<file path="src/rtl/bin_to_bcd_seq_if.sv">
// bin_to_bcd_seq_if: start/done handshake and data bus of the binary-to-BCD converter
interface bin_to_bcd_seq_if #(
   parameter int N_BITS = 16,
   parameter int N_DIGITS = 4
);
   logic                  i_start;
   logic [N_BITS-1:0]     i_bin;
   logic [4*N_DIGITS-1:0] o_bcd;
   logic                  o_ovf;
   logic                  o_busy;
   logic                  o_done;
   modport master (output i_start, i_bin, input o_bcd, o_ovf, o_busy, o_done);
   modport slave (input i_start, i_bin, output o_bcd, o_ovf, o_busy, o_done);
endinterface

</file>
<file path="src/rtl/bin_to_bcd_seq.sv">
// bin_to_bcd_seq: sequential double-dabble converter, one add-3/shift iteration per clock
module bin_to_bcd_seq #(
   parameter int N_BITS = 16,
   parameter int N_DIGITS = 4
) (
   input logic             i_clk,
   input logic             i_rst_n,
   bin_to_bcd_seq_if.slave bus
);
   localparam int CW = $clog2(N_BITS + 1);
   localparam int BW = 4 * N_DIGITS;
   typedef enum logic {IDLE, CONV} state_t;
   state_t            state_q, state_d;
   logic [N_BITS-1:0] shift_q, shift_d;
   logic [BW-1:0]     scratch_q, scratch_d, adj, bcd_q, bcd_d;
   logic [CW-1:0]     cnt_q, cnt_d;
   logic              sticky_q, sticky_d, sticky_n;
   logic              ovf_q, ovf_d, done_q, done_d;
   genvar g;
   for (g = 0; g < N_DIGITS; g++) begin : g_add3
      assign adj[4*g +: 4] = scratch_q[4*g +: 4] >= 4'd5 ? scratch_q[4*g +: 4] + 4'd3 : scratch_q[4*g +: 4];
   end
   // a 1 leaving the top digit means the running value reached 10^N_DIGITS
   assign sticky_n = sticky_q | adj[BW-1];
   always_comb begin
      state_d   = state_q;
      shift_d   = shift_q;
      scratch_d = scratch_q;
      cnt_d     = cnt_q;
      sticky_d  = sticky_q;
      bcd_d     = bcd_q;
      ovf_d     = ovf_q;
      done_d    = 1'b0;
      if (state_q == IDLE) begin
         if (bus.i_start) begin
            state_d   = CONV;
            shift_d   = bus.i_bin;
            scratch_d = '0;
            sticky_d  = 1'b0;
            cnt_d     = CW'(N_BITS);
         end
      end else begin
         shift_d   = shift_q << 1;
         scratch_d = {adj[BW-2:0], shift_q[N_BITS-1]};
         sticky_d  = sticky_n;
         cnt_d     = cnt_q - CW'(1);
         if (cnt_q == CW'(1)) begin
            state_d = IDLE;
            done_d  = 1'b1;
            ovf_d   = sticky_n;
            bcd_d   = sticky_n ? {N_DIGITS{4'h9}} : scratch_d;
         end
      end
   end
   always_ff @(posedge i_clk or negedge i_rst_n) begin
      if (!i_rst_n) begin
         state_q   <= IDLE;
         shift_q   <= '0;
         scratch_q <= '0;
         cnt_q     <= '0;
         sticky_q  <= 1'b0;
         bcd_q     <= '0;
         ovf_q     <= 1'b0;
         done_q    <= 1'b0;
      end else begin
         state_q   <= state_d;
         shift_q   <= shift_d;
         scratch_q <= scratch_d;
         cnt_q     <= cnt_d;
         sticky_q  <= sticky_d;
         bcd_q     <= bcd_d;
         ovf_q     <= ovf_d;
         done_q    <= done_d;
      end
   end
   assign bus.o_bcd  = bcd_q;
   assign bus.o_ovf  = ovf_q;
   assign bus.o_busy = state_q == CONV;
   assign bus.o_done = done_q;
endmodule

</file>
<file path="src/flat_wrapper.sv">
// flat-port wrapper written by rule: the top's interface ports become plain ports
module bin_to_bcd_seq_flat 
#(
   parameter int N_BITS = 16,
   parameter int N_DIGITS = 4
)
  (i_clk, i_rst_n, bus_i_start, bus_i_bin, bus_o_bcd, bus_o_ovf, bus_o_busy, bus_o_done);
  bin_to_bcd_seq_if #(.N_BITS(N_BITS), .N_DIGITS(N_DIGITS)) bus_i ();
  input logic i_clk;
  input logic i_rst_n;
  input wire logic [$bits(bus_i.i_start)-1:0] bus_i_start;
  input wire logic [$bits(bus_i.i_bin)-1:0] bus_i_bin;
  output wire logic [$bits(bus_i.o_bcd)-1:0] bus_o_bcd;
  output wire logic [$bits(bus_i.o_ovf)-1:0] bus_o_ovf;
  output wire logic [$bits(bus_i.o_busy)-1:0] bus_o_busy;
  output wire logic [$bits(bus_i.o_done)-1:0] bus_o_done;
  assign bus_i.i_start = bus_i_start;
  assign bus_i.i_bin = bus_i_bin;
  assign bus_o_bcd = bus_i.o_bcd;
  assign bus_o_ovf = bus_i.o_ovf;
  assign bus_o_busy = bus_i.o_busy;
  assign bus_o_done = bus_i.o_done;
  bin_to_bcd_seq #(.N_BITS(N_BITS), .N_DIGITS(N_DIGITS)) u_core (.i_clk(i_clk), .i_rst_n(i_rst_n), .bus(bus_i));
endmodule
</file>
<file path="config.mk">
export PLATFORM = sky130hd
export DESIGN_NAME = bin_to_bcd_seq_flat
export DESIGN_NICKNAME = d
export VERILOG_FILES = /design/src/rtl/bin_to_bcd_seq_if.sv /design/src/rtl/bin_to_bcd_seq.sv /design/src/flat_wrapper.sv
export SDC_FILE = /design/constraint.sdc
export NUM_CORES = 1
export LEC_CHECK = 0
export ABC_AREA = 1
export BUFFER_PORTS_ARGS = -buffer_cell sky130_fd_sc_hd__buf_2
export CAP_MARGIN = 15
export CORE_ASPECT_RATIO = 0.7
export CORE_UTILIZATION = 50
export CTS_BUF_LIST = sky130_fd_sc_hd__clkbuf_4 sky130_fd_sc_hd__clkbuf_8
export CTS_CLUSTER_DIAMETER = 50
export DETAILED_ROUTE_END_ITERATION = 7
export GPL_TIMING_DRIVEN = 0
export PLACE_DENSITY = 0.74
export SYNTH_ARGS = -nofsm -noshare
export SYNTH_HDL_FRONTEND = slang
export SYNTH_SLANG_ARGS = --single-unit
export TNS_END_PERCENT = 100
</file>
<file path="constraint.sdc">
create_clock -name i_clk -period 1.34 [get_ports i_clk]
set_input_delay 0.268 -clock i_clk [delete_from_list [all_inputs] [get_ports i_clk]]
set_output_delay 0.268 -clock i_clk [all_outputs]
set_load 0.05 [all_outputs]
</file>
* Word level (Yosys, flattened, before mapping) *
Cells that the tools add are included.

word-level totals
  output and inout port bits = 19
  word-level logic and storage cells = 39
  bits in registers = 57
  input bits = 19

operators by class
  bitwise gates (word level) = 1
  multiplexer cells = 18
  add/sub/neg operators = 5
  reduce and logical (&&, ||, !) cells = 2
  equal/unequal tests = 1
  order comparisons = 4

operators by type and width
  kind                   count
  $mux W16               5
  $add A4 B2 Y4 const B  4
  $ge A4 B3 Y1 const B   4
  $mux W4                4
  $mux W5                2
  $mux W1                7
  $eq A5 B1 Y1 const B   1
  $sub A5 B1 Y5 const B  1
  $reduce_and A2 Y1      1
  $reduce_bool A2 Y1     1
  $or A1 B1 Y1           1

* Longest topological paths before layout *
  depth in word-level cells = 4
  gate-level depth with buffers = 10

* Worst setup path after synthesis *
OpenSTA, ideal clock, no wires.

  path kind = register -> register
  start = register u_core.state_q, in the netlist u_core.bus.o_busy
  end = register u_core.bcd_q[0], in the netlist u_core.bus.o_bcd[0]
  arrival time = 1.354 ns
  setup time = 0.133 ns
  cell stages (with the launch flop) = 6
  setup slack = -0.146 ns
  required time = 1.207 ns
  period minus slack after synthesis = 1.486 ns
  cells stage by stage = dfrtp_1 > buf_4 > nand4_4 > buf_4 > nand2_1 > nand3_1

between the ends
  cells in the longest elaborated chain, start to end = 1

ends and longest elaborated chain
  what                                line                  source
  from (decl)                         bin_to_bcd_seq.sv:13  state_t state_q, state_d;
  from (signal assigned)              bin_to_bcd_seq.sv:66  state_q <= state_d;
  $reduce_and A2 Y1 (no source line)  -
  to (signal assigned)                bin_to_bcd_seq.sv:62  bcd_q <= '0;
  to (signal assigned)                bin_to_bcd_seq.sv:71  bcd_q <= bcd_d;
  to (decl)                           bin_to_bcd_seq.sv:15  logic [BW-1:0] scratch_q, scratch_d, adj, bcd_q, bcd_d;

No other way between the ends.
A chain may end at the register's enable or synchronous reset.

* Worst setup path after layout *
  start = register u_core.scratch_q[14]
  end = register u_core.bcd_q[15], in the netlist u_core.bus.o_bcd[15]

between the ends
  cells in the longest elaborated chain, start to end = 4
  elaborated cells between the ends (all ways) = 5
  those cells by class = add/sub (1); order compare (1); mux (2); bitwise (1)

ends and longest elaborated chain
  what                                                  line                  source
  from (decl)                                           bin_to_bcd_seq.sv:15
  from (signal assigned)                                bin_to_bcd_seq.sv:68  scratch_q <= scratch_d;
  $add A4 B2 Y4 / $ge A4 B3 Y1 (equally long branches)  bin_to_bcd_seq.sv:21  assign adj[4*g +: 4] = scratch_q[4*g +: 4] >= 4'd5 ? scratch_q[4*g +: 4] + 4'd3 : scratch_q[4*g +: 4];
  $mux W4 *                                             bin_to_bcd_seq.sv:21
  $or A1 B1 Y1                                          bin_to_bcd_seq.sv:24  assign sticky_n = sticky_q | adj[BW-1];
  $mux W16 *                                            bin_to_bcd_seq.sv:51  bcd_d = sticky_n ? {N_DIGITS{4'h9}} : scratch_d;

Mark *: on every way between the ends. The rest lies on a longest branch, timed or not.

==> summary.md <==
| Metric | Value |
|---|---|
| Status | complete, but fails checks |
| Failing checks | setup timing |
| Fin. Hold Viols | 0 |
| Cell taking the most area after synthesis | dfrtp_1 |
| Fin crit period | between 1000 and 1500 ps |
| Nets | between 400 and 500 |
| Worst-path cell chain | inv_1 -> a21oi_1 -> nand2_2 -> nor2_4 -> nand2_1 -> nand2_1 -> nand2_1 |
| CTS Buf Count | 9 |
| Worst-skew pair later-pin latency | 340 ps |
| Vias in the first global route | between 2000 and 2500 |
| Core Box Area | 5340 µm² |
| CP Launch Type | flop |
| Synth top cells by count | 116 x nand2_1, 57 x dfrtp_1, 46 x inv_1 |
| Remaining antenna violation count | 0 |
| Pwr Density | 2640 nW/µm² |
| Slowest stage delay, CP | 420 ps |
| Critical path type | flop to flop |
| DRT Wirelength | just over 7000 µm |
| Final clock skew | between 6 and 7 ps |
| Routed len/inst | roughly 15 µm |
| Unique masters post-synth | 24 |
| Adder-Cell Fraction of Synth Area | 0.0443 |
| Slowest cell on crit path | dfrtp_2 |
| Placed Cells | about 450 |
| H-tree levels | 3 |
| Gr ovfl total | 0 |
| Mux share of post-synthesis cell area | 0 |
| Initial Util | 0.529 |
| Clock Path Buffers | 2 |
| Xor-xnor portion of the synthesized cell area | 0.00310 |
| Simple-gate share of the synthesized area | 0.253 |
| Routed via count | roughly 2500 |
| Final Worst Setup Slack | -51.7 ps |
| Initial antenna violation count | 0 |
| Worst-path clk slew | ~60 ps |
| Complex-gate fraction of the synthesized area | 0.111 |
| Die H | 64.9 µm |
| #FFs+latches synth | 57 |
| 1st-pass router iterations | 4 |
| Synthesized netlist cell count | ~340 |
| Post-DP HPWL | ~4400 µm |
| Ports | 38 |
| Die Area | ~6000 µm² |
| LEAKAGE | 1.91 nW |
| Seq/Total Area, Yosys | 0.505 |
| Total GRT Usage | 0.238 |
| Share of the synthesized area in the top cell type | 0.505 |
| Global-route wire length before repair | approximately 11000 µm |
| Flop2flop setup slack | -50 ps |
| Most common cell in the synthesized netlist | nand2_1 |
| Slew headroom | 0.687 |
| Via/cell ratio | 5.25 |
| VDD IR max | ~1.4 mV |
| Measured slew at the worst slew-check pin | between 400 and 500 ps |
| TritonCTS clock tree | built |
| Syn_nets | ~360 |
| Gpl congestion | approximately 0.9 |
| Post-Route Setup TNS | -105 ps |
| CP top delay family | simple AND/OR/NAND/NOR gates |
| Crit path max fanout | 5 |
| Hold Path Class | input pin to flop |
| Tot Pwr | approximately 0.010 W |
| DRT iter0 DRCs | 187 |
| CTS Sinks | 57 |
| Dpl ws | -192 ps |
| Rows | 22 |
| CP dominant cell by count | nand2_1 |
| Synth warn | 0 |
| Setup violators final | 5 |
| Worst Path Required | around 1600 ps |
| Largest net degree at the start of global routing | 39 |
| Area grow syn2layout | 34.1% |
| Max Clock Freq | 719 MHz |
| Layout cells sized above 1 | 0.376 |
| Filler Cell Count | 398 |
| Mapped Area | 2830 µm² |
| Final instance count without filler cells | approximately 480 |
| Register area | approximately 1400 µm² |
| RSZ-0062 raised after global routing | true |
| Main combinational cell family by area after synthesis | simple AND/OR/NAND/NOR gates |
| Buf/Inv on CP | 1 |
| Final Cycle Share | 1.04 |
| # port buffers | 37 |
| Worst EP arrival | about 1600 ps |
| Max-cap viol count | 0 |
| EDFF count, synth | 0 |
| Mean Syn Cell Area | about 8.4 µm² |
| Max Slew Vio Count | 0 |
| Top_reg_cell synth | dfrtp_1 |
| Root Driver | clkbuf_8 |
| Main area contributors after synthesis | dfrtp_1 50%, nand2_1 15%, inv_1 6.1% |
| Antenna cell count | 0 |
| Multi-input gate area | between 1000 and 1500 µm² |
| Synth async-reset ratio | 1.00 |
| Residual DRC | 0 |
| Die width | approximately 92 µm |
| Worst setup EP type | flop |
-- logic make-up (layout without fill, tap and decap cells) --
kind of cell | Yosys count | after routing
adders and majority gates | 10 | 10
AOI/OAI and AO/OA | 51 | 51
DFF | 57 | 57
buffers and inverters | 56 | 132
and+or+nand+nor | 160 | 161
xor gates and xnor gates | 1 | 1
-- layout make-up --
cell class	count	area share
buffer	10	0.0178
clock buffer	13	0.0472
clock inverter	2	0.00924
inverter	46	0.0469
multi-input combinational	223	0.372
sequential	57	0.377
tap	72	0.0238
timing repair buffer	61	0.106
-- state kept, by name (all words and copies together) (netlist names) --
name and flops:
u_core.bus.o_ovf 1, u_core.cnt_q 5, u_core.bus.o_busy 1, u_core.sticky_q 1
u_core.bus.o_done 1, u_core.scratch_q 16, u_core.shift_q 16, u_core.bus.o_bcd 16
-- worst paths after layout --
check / from / end / cells past startpoint
min in group asynchronous: i_rst_n / u_core.scratch_q[8] / 2
min: bus_i_bin[14] / u_core.shift_q[14] / 3
max reg2reg: u_core.scratch_q[14] / u_core.bus.o_bcd[15] / 7
min reg2reg: u_core.bus.o_bcd[6] / u_core.bus.o_bcd[6] / 2
max: u_core.scratch_q[14] / u_core.bus.o_bcd[15] / 7
max in group asynchronous: i_rst_n / u_core.bus.o_busy / 3
-- per-layer routing --
layer	vias up	global-route usage	routed length [µm]
li1	1239	-	-
met1	1215	0.330	3450
met2	76	0.354	3200
met3	10	0.0657	350
met4	0	0.0918	81
met5	-	0	0
-- stage by stage --
| stage | cell area, µm² | utilization | hold slack (ps) |
|---|---|---|---|
| 2_1_floorplan | 2830 | - | -27.6 |
| 3_3_place_gp | 3100 | 0.581 | 457 |
| 3_5_place_dp | 3120 | 0.585 | 248 |
| 4_1_cts | 3460 | 0.648 | 131 |
| 5_1_grt | 3790 | 0.710 | 138 |
| 6_report | 3790 | 0.710 | 131 |
-- what timing repair did --
action,in CTS,in global routing
endpoints found under the hold margin,19,0
pin swaps,4,25
endpoints found under the setup margin,27,43
buffers inserted,7,14
gates cloned,1,1
hold buffers,1,0
gates resized for setup,19,71
-- power breakdown --
group	switching [W]	total (W)	leakage [nW]	internal, W
Combinational	0.00347	0.00532	1.08	0.00185
Sequential	0.000509	0.00297	0.711	0.00246
Clock	0.000662	0.00171	0.112	0.00105
Total	0.00464	0.0100	1.91	0.00536
-- cells in the final DEF (no fill, tap or decap), types with 8 or more instances in the layout --
| cell | instances |
|---|---|
| nand2_1 | 96 |
| dfrtp_1 | 54 |
| buf_2 | 40 |
| inv_1 | 35 |
| buf_4 | 23 |
| nand2_2 | 17 |
| nand3_2 | 14 |
| o21ai_0 | 14 |
| clkbuf_8 | 13 |
| inv_2 | 9 |
| nand4_1 | 9 |
| o221ai_1 | 8 |
-- worst reg2reg max path: stages, from the launching register on --
cell	delay, ps
dfrtp_2	420
inv_1	90
a21oi_1	210
nand2_2	150
nor2_4	230
nand2_1	80
nand2_1	60
nand2_1	40
Note: power is estimated with default switching activity, not from simulation.
